## src/rtl/pg_monitor_mc_if.sv

```systemverilog
// Bus bundle for the multi-channel power-good monitor: sampled rail codes in,
// per-channel status out.
interface pg_monitor_mc_if #(
    parameter int N_CH = 4,
    parameter int W    = 13
);
    logic [N_CH*W-1:0] vdd_i;
    logic              vdd_vld;
    logic [N_CH-1:0]   ov_clr;
    logic [N_CH-1:0]   pg;
    logic [N_CH-1:0]   ov;
    logic [N_CH-1:0]   ov_sticky;
    logic              all_pg;

    modport master (
        output vdd_i, vdd_vld, ov_clr,
        input  pg, ov, ov_sticky, all_pg
    );

    modport slave (
        input  vdd_i, vdd_vld, ov_clr,
        output pg, ov, ov_sticky, all_pg
    );
endinterface

```

## src/rtl/pg_monitor_mc.sv

```systemverilog
// Multi-channel power-good monitor: per-rail UV hysteresis, qualification
// debounce, latched over-voltage and sticky OV flag, all on unsigned mV codes.
module pg_monitor_mc #(
    parameter int N_CH  = 4,
    parameter int W     = 13,
    parameter int TH_LO = 2900,
    parameter int TH_HI = 4100,
    parameter int HYST  = 50,
    parameter int DEB   = 4
) (
    input  logic          clk,
    input  logic          arst_n,
    pg_monitor_mc_if.slave bus
);

    if (!(TH_LO < TH_HI)) begin : g_bad_window
        $fatal(1, "pg_monitor_mc: TH_LO must be below TH_HI");
    end
    if (!(HYST < TH_LO)) begin : g_bad_hyst
        $fatal(1, "pg_monitor_mc: HYST must be below TH_LO");
    end
    if (TH_HI >= (1 << W)) begin : g_bad_range
        $fatal(1, "pg_monitor_mc: TH_HI does not fit in W bits");
    end
    if (DEB < 1 || DEB > 255) begin : g_bad_deb
        $fatal(1, "pg_monitor_mc: DEB must be in 1..255");
    end

    localparam logic [W-1:0] HI_C     = W'(TH_HI);
    localparam logic [W-1:0] LO_ON_C  = W'(TH_LO);
    localparam logic [W-1:0] LO_OFF_C = W'(TH_LO - HYST);
    localparam logic [7:0]   DEB_M1   = 8'(DEB - 1);

    typedef enum logic [1:0] {
        ST_OFF,
        ST_QUAL,
        ST_GOOD,
        ST_OV
    } state_e;

    logic [N_CH-1:0] pg_w;
    logic [N_CH-1:0] ov_w;
    logic [N_CH-1:0] sticky_w;

    for (genvar k = 0; k < N_CH; k++) begin : g_ch
        state_e       state_q, state_d;
        logic [7:0]   cnt_q, cnt_d;
        logic         sticky_q, sticky_d;
        logic [W-1:0] v;
        logic         hi, lo_on, lo_off;

        assign v      = bus.vdd_i[k*W +: W];
        assign hi     = v > HI_C;
        assign lo_on  = v < LO_ON_C;
        assign lo_off = v < LO_OFF_C;

        always_comb begin
            state_d = state_q;
            cnt_d   = cnt_q;
            if (bus.vdd_vld) begin
                if (hi) begin
                    state_d = ST_OV;
                    cnt_d   = '0;
                end else begin
                    unique case (state_q)
                        ST_OFF: begin
                            if (!lo_on) begin
                                state_d = (DEB == 1) ? ST_GOOD : ST_QUAL;
                                cnt_d   = 8'd1;
                            end
                        end
                        ST_QUAL: begin
                            if (lo_on) begin
                                state_d = ST_OFF;
                                cnt_d   = '0;
                            end else if (cnt_q == DEB_M1) begin
                                state_d = ST_GOOD;
                            end else begin
                                cnt_d = cnt_q + 8'd1;
                            end
                        end
                        ST_GOOD: begin
                            if (lo_off) begin
                                state_d = ST_OFF;
                                cnt_d   = '0;
                            end
                        end
                        ST_OV: begin
                            if (lo_on) begin
                                state_d = ST_OFF;
                                cnt_d   = '0;
                            end
                        end
                        default: begin
                            state_d = ST_OFF;
                            cnt_d   = '0;
                        end
                    endcase
                end
            end
            // A new OV entry outranks a simultaneous clear.
            sticky_d = (sticky_q & ~bus.ov_clr[k])
                     | ((state_q != ST_OV) && (state_d == ST_OV));
        end

        always_ff @(posedge clk or negedge arst_n) begin
            if (!arst_n) begin
                state_q  <= ST_OFF;
                cnt_q    <= '0;
                sticky_q <= 1'b0;
            end else begin
                state_q  <= state_d;
                cnt_q    <= cnt_d;
                sticky_q <= sticky_d;
            end
        end

        assign pg_w[k]     = (state_q == ST_GOOD);
        assign ov_w[k]     = (state_q == ST_OV);
        assign sticky_w[k] = sticky_q;
    end

    assign bus.pg        = pg_w;
    assign bus.ov        = ov_w;
    assign bus.ov_sticky = sticky_w;
    assign bus.all_pg    = &pg_w;

endmodule
```

## src/flat_wrapper.sv

```systemverilog
// flat-port wrapper written by rule: the top's interface ports become plain ports
module pg_monitor_mc_flat 
#(
    parameter int N_CH  = 4,
    parameter int W     = 13,
    parameter int TH_LO = 2900,
    parameter int TH_HI = 4100,
    parameter int HYST  = 50,
    parameter int DEB   = 4
)
  (clk, arst_n, bus_vdd_i, bus_vdd_vld, bus_ov_clr, bus_pg, bus_ov, bus_ov_sticky, bus_all_pg);
  pg_monitor_mc_if #(.N_CH(N_CH), .W(W)) bus_i ();
  input  logic clk;
  input  logic arst_n;
  input wire logic [$bits(bus_i.vdd_i)-1:0] bus_vdd_i;
  input wire logic [$bits(bus_i.vdd_vld)-1:0] bus_vdd_vld;
  input wire logic [$bits(bus_i.ov_clr)-1:0] bus_ov_clr;
  output wire logic [$bits(bus_i.pg)-1:0] bus_pg;
  output wire logic [$bits(bus_i.ov)-1:0] bus_ov;
  output wire logic [$bits(bus_i.ov_sticky)-1:0] bus_ov_sticky;
  output wire logic [$bits(bus_i.all_pg)-1:0] bus_all_pg;
  assign bus_i.vdd_i = bus_vdd_i;
  assign bus_i.vdd_vld = bus_vdd_vld;
  assign bus_i.ov_clr = bus_ov_clr;
  assign bus_pg = bus_i.pg;
  assign bus_ov = bus_i.ov;
  assign bus_ov_sticky = bus_i.ov_sticky;
  assign bus_all_pg = bus_i.all_pg;
  pg_monitor_mc #(.N_CH(N_CH), .W(W), .TH_LO(TH_LO), .TH_HI(TH_HI), .HYST(HYST), .DEB(DEB)) u_core (.clk(clk), .arst_n(arst_n), .bus(bus_i));
endmodule
```

## config.mk

```make
export PLATFORM = sky130hd
export DESIGN_NAME = pg_monitor_mc_flat
export DESIGN_NICKNAME = d
export VERILOG_FILES = /design/src/rtl/pg_monitor_mc_if.sv /design/src/rtl/pg_monitor_mc.sv /design/src/flat_wrapper.sv
export SDC_FILE = /design/constraint.sdc
export NUM_CORES = 1
export LEC_CHECK = 0
export CAP_MARGIN = 30
export CORE_ASPECT_RATIO = 0.8
export CORE_MARGIN = 2
export CORE_UTILIZATION = 30
export DETAILED_ROUTE_END_ITERATION = 12
export DONT_BUFFER_PORTS = 1
export PLACE_DENSITY = 0.42
export SYNTH_ARGS = -nofsm -noshare
export SYNTH_HDL_FRONTEND = slang
export SYNTH_SLANG_ARGS = --single-unit
```

## constraint.sdc

```tcl
create_clock -name clk -period 2.6 [get_ports clk]
set_clock_uncertainty 0.2 [all_clocks]
set_input_delay 0.52 -clock clk [delete_from_list [all_inputs] [get_ports clk]]
set_output_delay 0.52 -clock clk [all_outputs]
set_load 0.005 [all_outputs]
```

==> results.txt <==
- Static timing analysis puts the maximum clock frequency at 0.403 GHz.
* Chain of cells forming the critical path: or4_1, o41ai_2, buf_4, o31a_1, o31a_1, nor2_1, mux2_1
- The cell sitting at the root of the clock tree is a clkbuf_16.
* Initial Utilization: 30.6%
* Number of buffers inserted during clock tree synthesis: 5
- Global routing used 15.8% of the available tracks across all layers.
- Setup slack of the critical path after layout: 116 ps
- Synth Instances: 369
- Max H-tree Level: 2
- Power spread over the standard cell area amounts to 495 nW/µm².
- Tracing the worst setup path back leads to its startpoint at u_core.g_ch[3].cnt_q[5].
- Type of the worst min-delay path: input pin to flop
* Share of flip-flops with an asynchronous set or reset after synthesis: 100%
* Cell count along the critical path: 7
* Hold slack: 116 ps
- Dpl ws: -157 ps
- The clock network is responsible for 37.0% of the overall power.
- VDD sags by at most 0.216 mV.
* RSZ-0062 raised after global routing: no
* Post-layout min period: 2480 ps
* Clock input transition at the sequential cells of the worst setup and hold paths: 60 ps
* Global-route wire length before repair: 14.4 mm
- Capturing element type of the critical path: flop
- Of the total power, combinational logic draws 20.0%.
- Synthesis inferred 44 register bits.
- Startpoint kind of the worst setup timing path: flop
- The clock passes through at most 2 buffers.
- For this run, the number of Yosys warnings is 0.
- For the worst-skew pair, the clock arrives at the later sink with an insertion delay of 280 ps.
- Summed over all layers, the routed wires come to 8.43 mm.
* Gr ovfl total: 0
* Data required, critical path: 2570 ps
* Leak pwr: 1.52 nW
- Counting every net in the synthesized netlist gives 432.
* Worst r2r path cells: 7
- For this run, the register share of the synthesized area comes to 35.5%.
* Number of global-route vias before repair: 2,837
* Maximum single-stage delay on the critical path: 570 ps
* Initial antenna violation count: 0
* Internal power: 1.28 mW
- Most common library cells after synthesis: 44 x dfrtp_1, 34 x nor2_1, 33 x o21ai_0, 30 x nand2_1, 20 x inv_1
- Cell count after placement: 523
- The die is 118 µm wide.
- Of the total power, registers draw 43.0%.
* Number of buffers inserted to repair setup after CTS: 0
- The worst register-to-register path begins at u_core.g_ch[3].cnt_q[5].
- In this run, synthesis inferred 0 flip-flops with an integrated enable.
* Top-level I/O count: 72
- TritonCTS built the clock tree.
* Most area-hungry cell type in the Yosys netlist: dfrtp_1
- Setup violations remaining at the end of the flow were counted as 0.
- Startpoint-to-endpoint class of the critical path: flop to flop
- Remaining antenna violation count: 0
- In this run the standard cell core region covers 10,200 µm².
* Placed wire-length estimate after detailed placement: 6.26 mm
- Max FO, Critical Path: 5
- The critical path ends at u_core.g_ch[3].cnt_q[0].
* Library cell with the highest instance count after synthesis: dfrtp_1
* Area overhead of the layout relative to synthesis: 16.9%
- Detailed-route wire length per cell: 15.8 µm
- Leading register cell type out of synthesis: dfrtp_1
* Worst max-slew margin expressed relative to the limit: 59.5%
* Top post-synthesis cells by area: dfrtp_1 35%, o21ai_0 5.3%, nor2_1 4.1%
- Of the total power, the share spent switching nets is 28.6%.
* Layout cell share with drive strength beyond 1: 11.7%
- The flow ran to the end, and the final reports show no timing, DRC or antenna violations.
- Dividing the synthesized area by the synthesized cell count gives 8.42 µm².
- Reg-to-reg endpoint: u_core.g_ch[3].cnt_q[0]
* Routability congestion estimate from global placement: 0.782
* Library cell appearing most often on the critical path: o31a_1
* Share of the cycle needed by the critical path after routing: 95.5%
- Leaving out filler cells and counting taps, the final layout contains 532.
- Across the run, the number of max-cap violations was 0.
- Counting both buffers and inverters, the worst setup path holds a total of 1.
* Reported net switching power: 0.514 mW
- Using the TritonRoute via totals, the vias-per-cell ratio works out to 5.54.
- Entering global routing, the biggest net connects 45 pins.
- Summed over its instances, the top area cell type makes up 35.5% of the synthesized netlist area.
* Critical path data arrival time: 2450 ps
- Die height: 95 µm
* Count of port buffers added during placement: 0
- The max-slew violation total from the final report is 0.
- After detailed routing, the number of remaining DRC violations is 0.
- In this run the most critical hold path is launched from bus_ov_clr[3].
* CTS sink count: 44
- Net count of the finished layout: 455
- Among all stages on the critical path, the largest delay is contributed by or4_1.
- On the critical path the largest part of the delay comes from compound AO/OA/AOI/OAI gates.
- Via count of the routed design: 2,948
- At the pin with the least slew margin, the transition time is 607 ps.
* Post-Route Utilization: 35.7%
- After the first detailed-routing iteration, the DRC count stood at 146.
- Std-Cell Rows: 33
* Area of the mapped netlist: 3110 µm²
- Drt first pass iters: 4
- For flop-to-flop paths, the worst setup slack is 120 ps.
* Area of the die: 11,200 µm²
* Diode insertion count for antenna repair: 0
- Final setup TNS: 0 ps
- Yosys mapped the design onto 57 distinct sky130hd cell types.
* Count of endpoints failing hold in the final timing report: 0
[flip-flops by register name (all words and copies together) (netlist names)]
signal / cells
u_core.g_ch.cnt_q: 32
u_core.g_ch.state_q: 8
u_core.g_ch.sticky_q: 4
[final cells by class]
class | instances | area, µm²
repair buffers | 27 | 223
flip-flops and latches | 44 | 1100
clock buffers | 7 | 153
well taps | 140 | 175
fillers | 1053 | 6530
inverters | 22 | 82.6
multi-input cells | 292 | 1900
[metal layers]
layer / routed length (µm) / global-route usage, % / vias to the layer above
li1: - / - / 1468
met1: 4270 / 22.7 / 1426
met2: 3750 / 24.2 / 50
met3: 368 / 3.62 / 4
met4: 44 / 3.01 / 0
met5: 0 / 0 / -
[cell families after synthesis]
group	Yosys count	synth area share [%]
fa+ha+maj	4	1.61
mux	1	0.363
compound gates	137	33.0
simple gates	150	25.1
buf+inv	33	4.51
flops	44	35.5
[through the flow]
step / power (mW) / cell area [µm²]
after floorplan: 1.03 / 3110
after global placement: 1.12 / 3400
after detailed placement: 1.12 / 3410
after CTS: 1.83 / 3600
after global routing: 1.91 / 3630
final: 1.80 / 3630
[worst min path at each step]
stage               cells after the start  slack (ps)                         to
floorplan                               0          20    u_core.g_ch[0].cnt_q[0]
CTS                                     1         100    u_core.g_ch[3].sticky_q
global route                            1         110    u_core.g_ch[3].sticky_q
global placement                        0          30  u_core.g_ch[3].state_q[0]
finish                                  1         120    u_core.g_ch[3].sticky_q
detailed placement                      0          30    u_core.g_ch[3].sticky_q
[placed cells by master, fill, tap and decap left out, types with 6 or more instances in the layout]
master / instances
dfrtp_1: 44
nor2_1: 34
o21ai_0: 33
nand2_1: 30
buf_4: 24
inv_1: 20
a21oi_1: 14
and3_1: 14
a22o_1: 12
nand3_1: 11
nor2b_1: 10
nand2b_1: 9
o2bb2ai_1: 9
nor3_1: 8
o31ai_1: 8
nor4_1: 7
o211ai_1: 7
and2_1: 6
[power groups by stage]
stage / logic [mW] / clock network, mW / registers [mW]
after global placement: 0.334 / 0 / 0.786
final: 0.359 / 0.665 / 0.773
after floorplan: 0.260 / 0 / 0.768
after CTS: 0.358 / 0.698 / 0.772
after detailed placement: 0.334 / 0 / 0.785
after global routing: 0.411 / 0.721 / 0.781
[what timing repair did]
action	CTS	global route
hold endpoints to repair	44	0
hold buffers	2	0
setup endpoints to repair	0	8
resized for setup	0	5
Power figures use the tool's default switching activity.
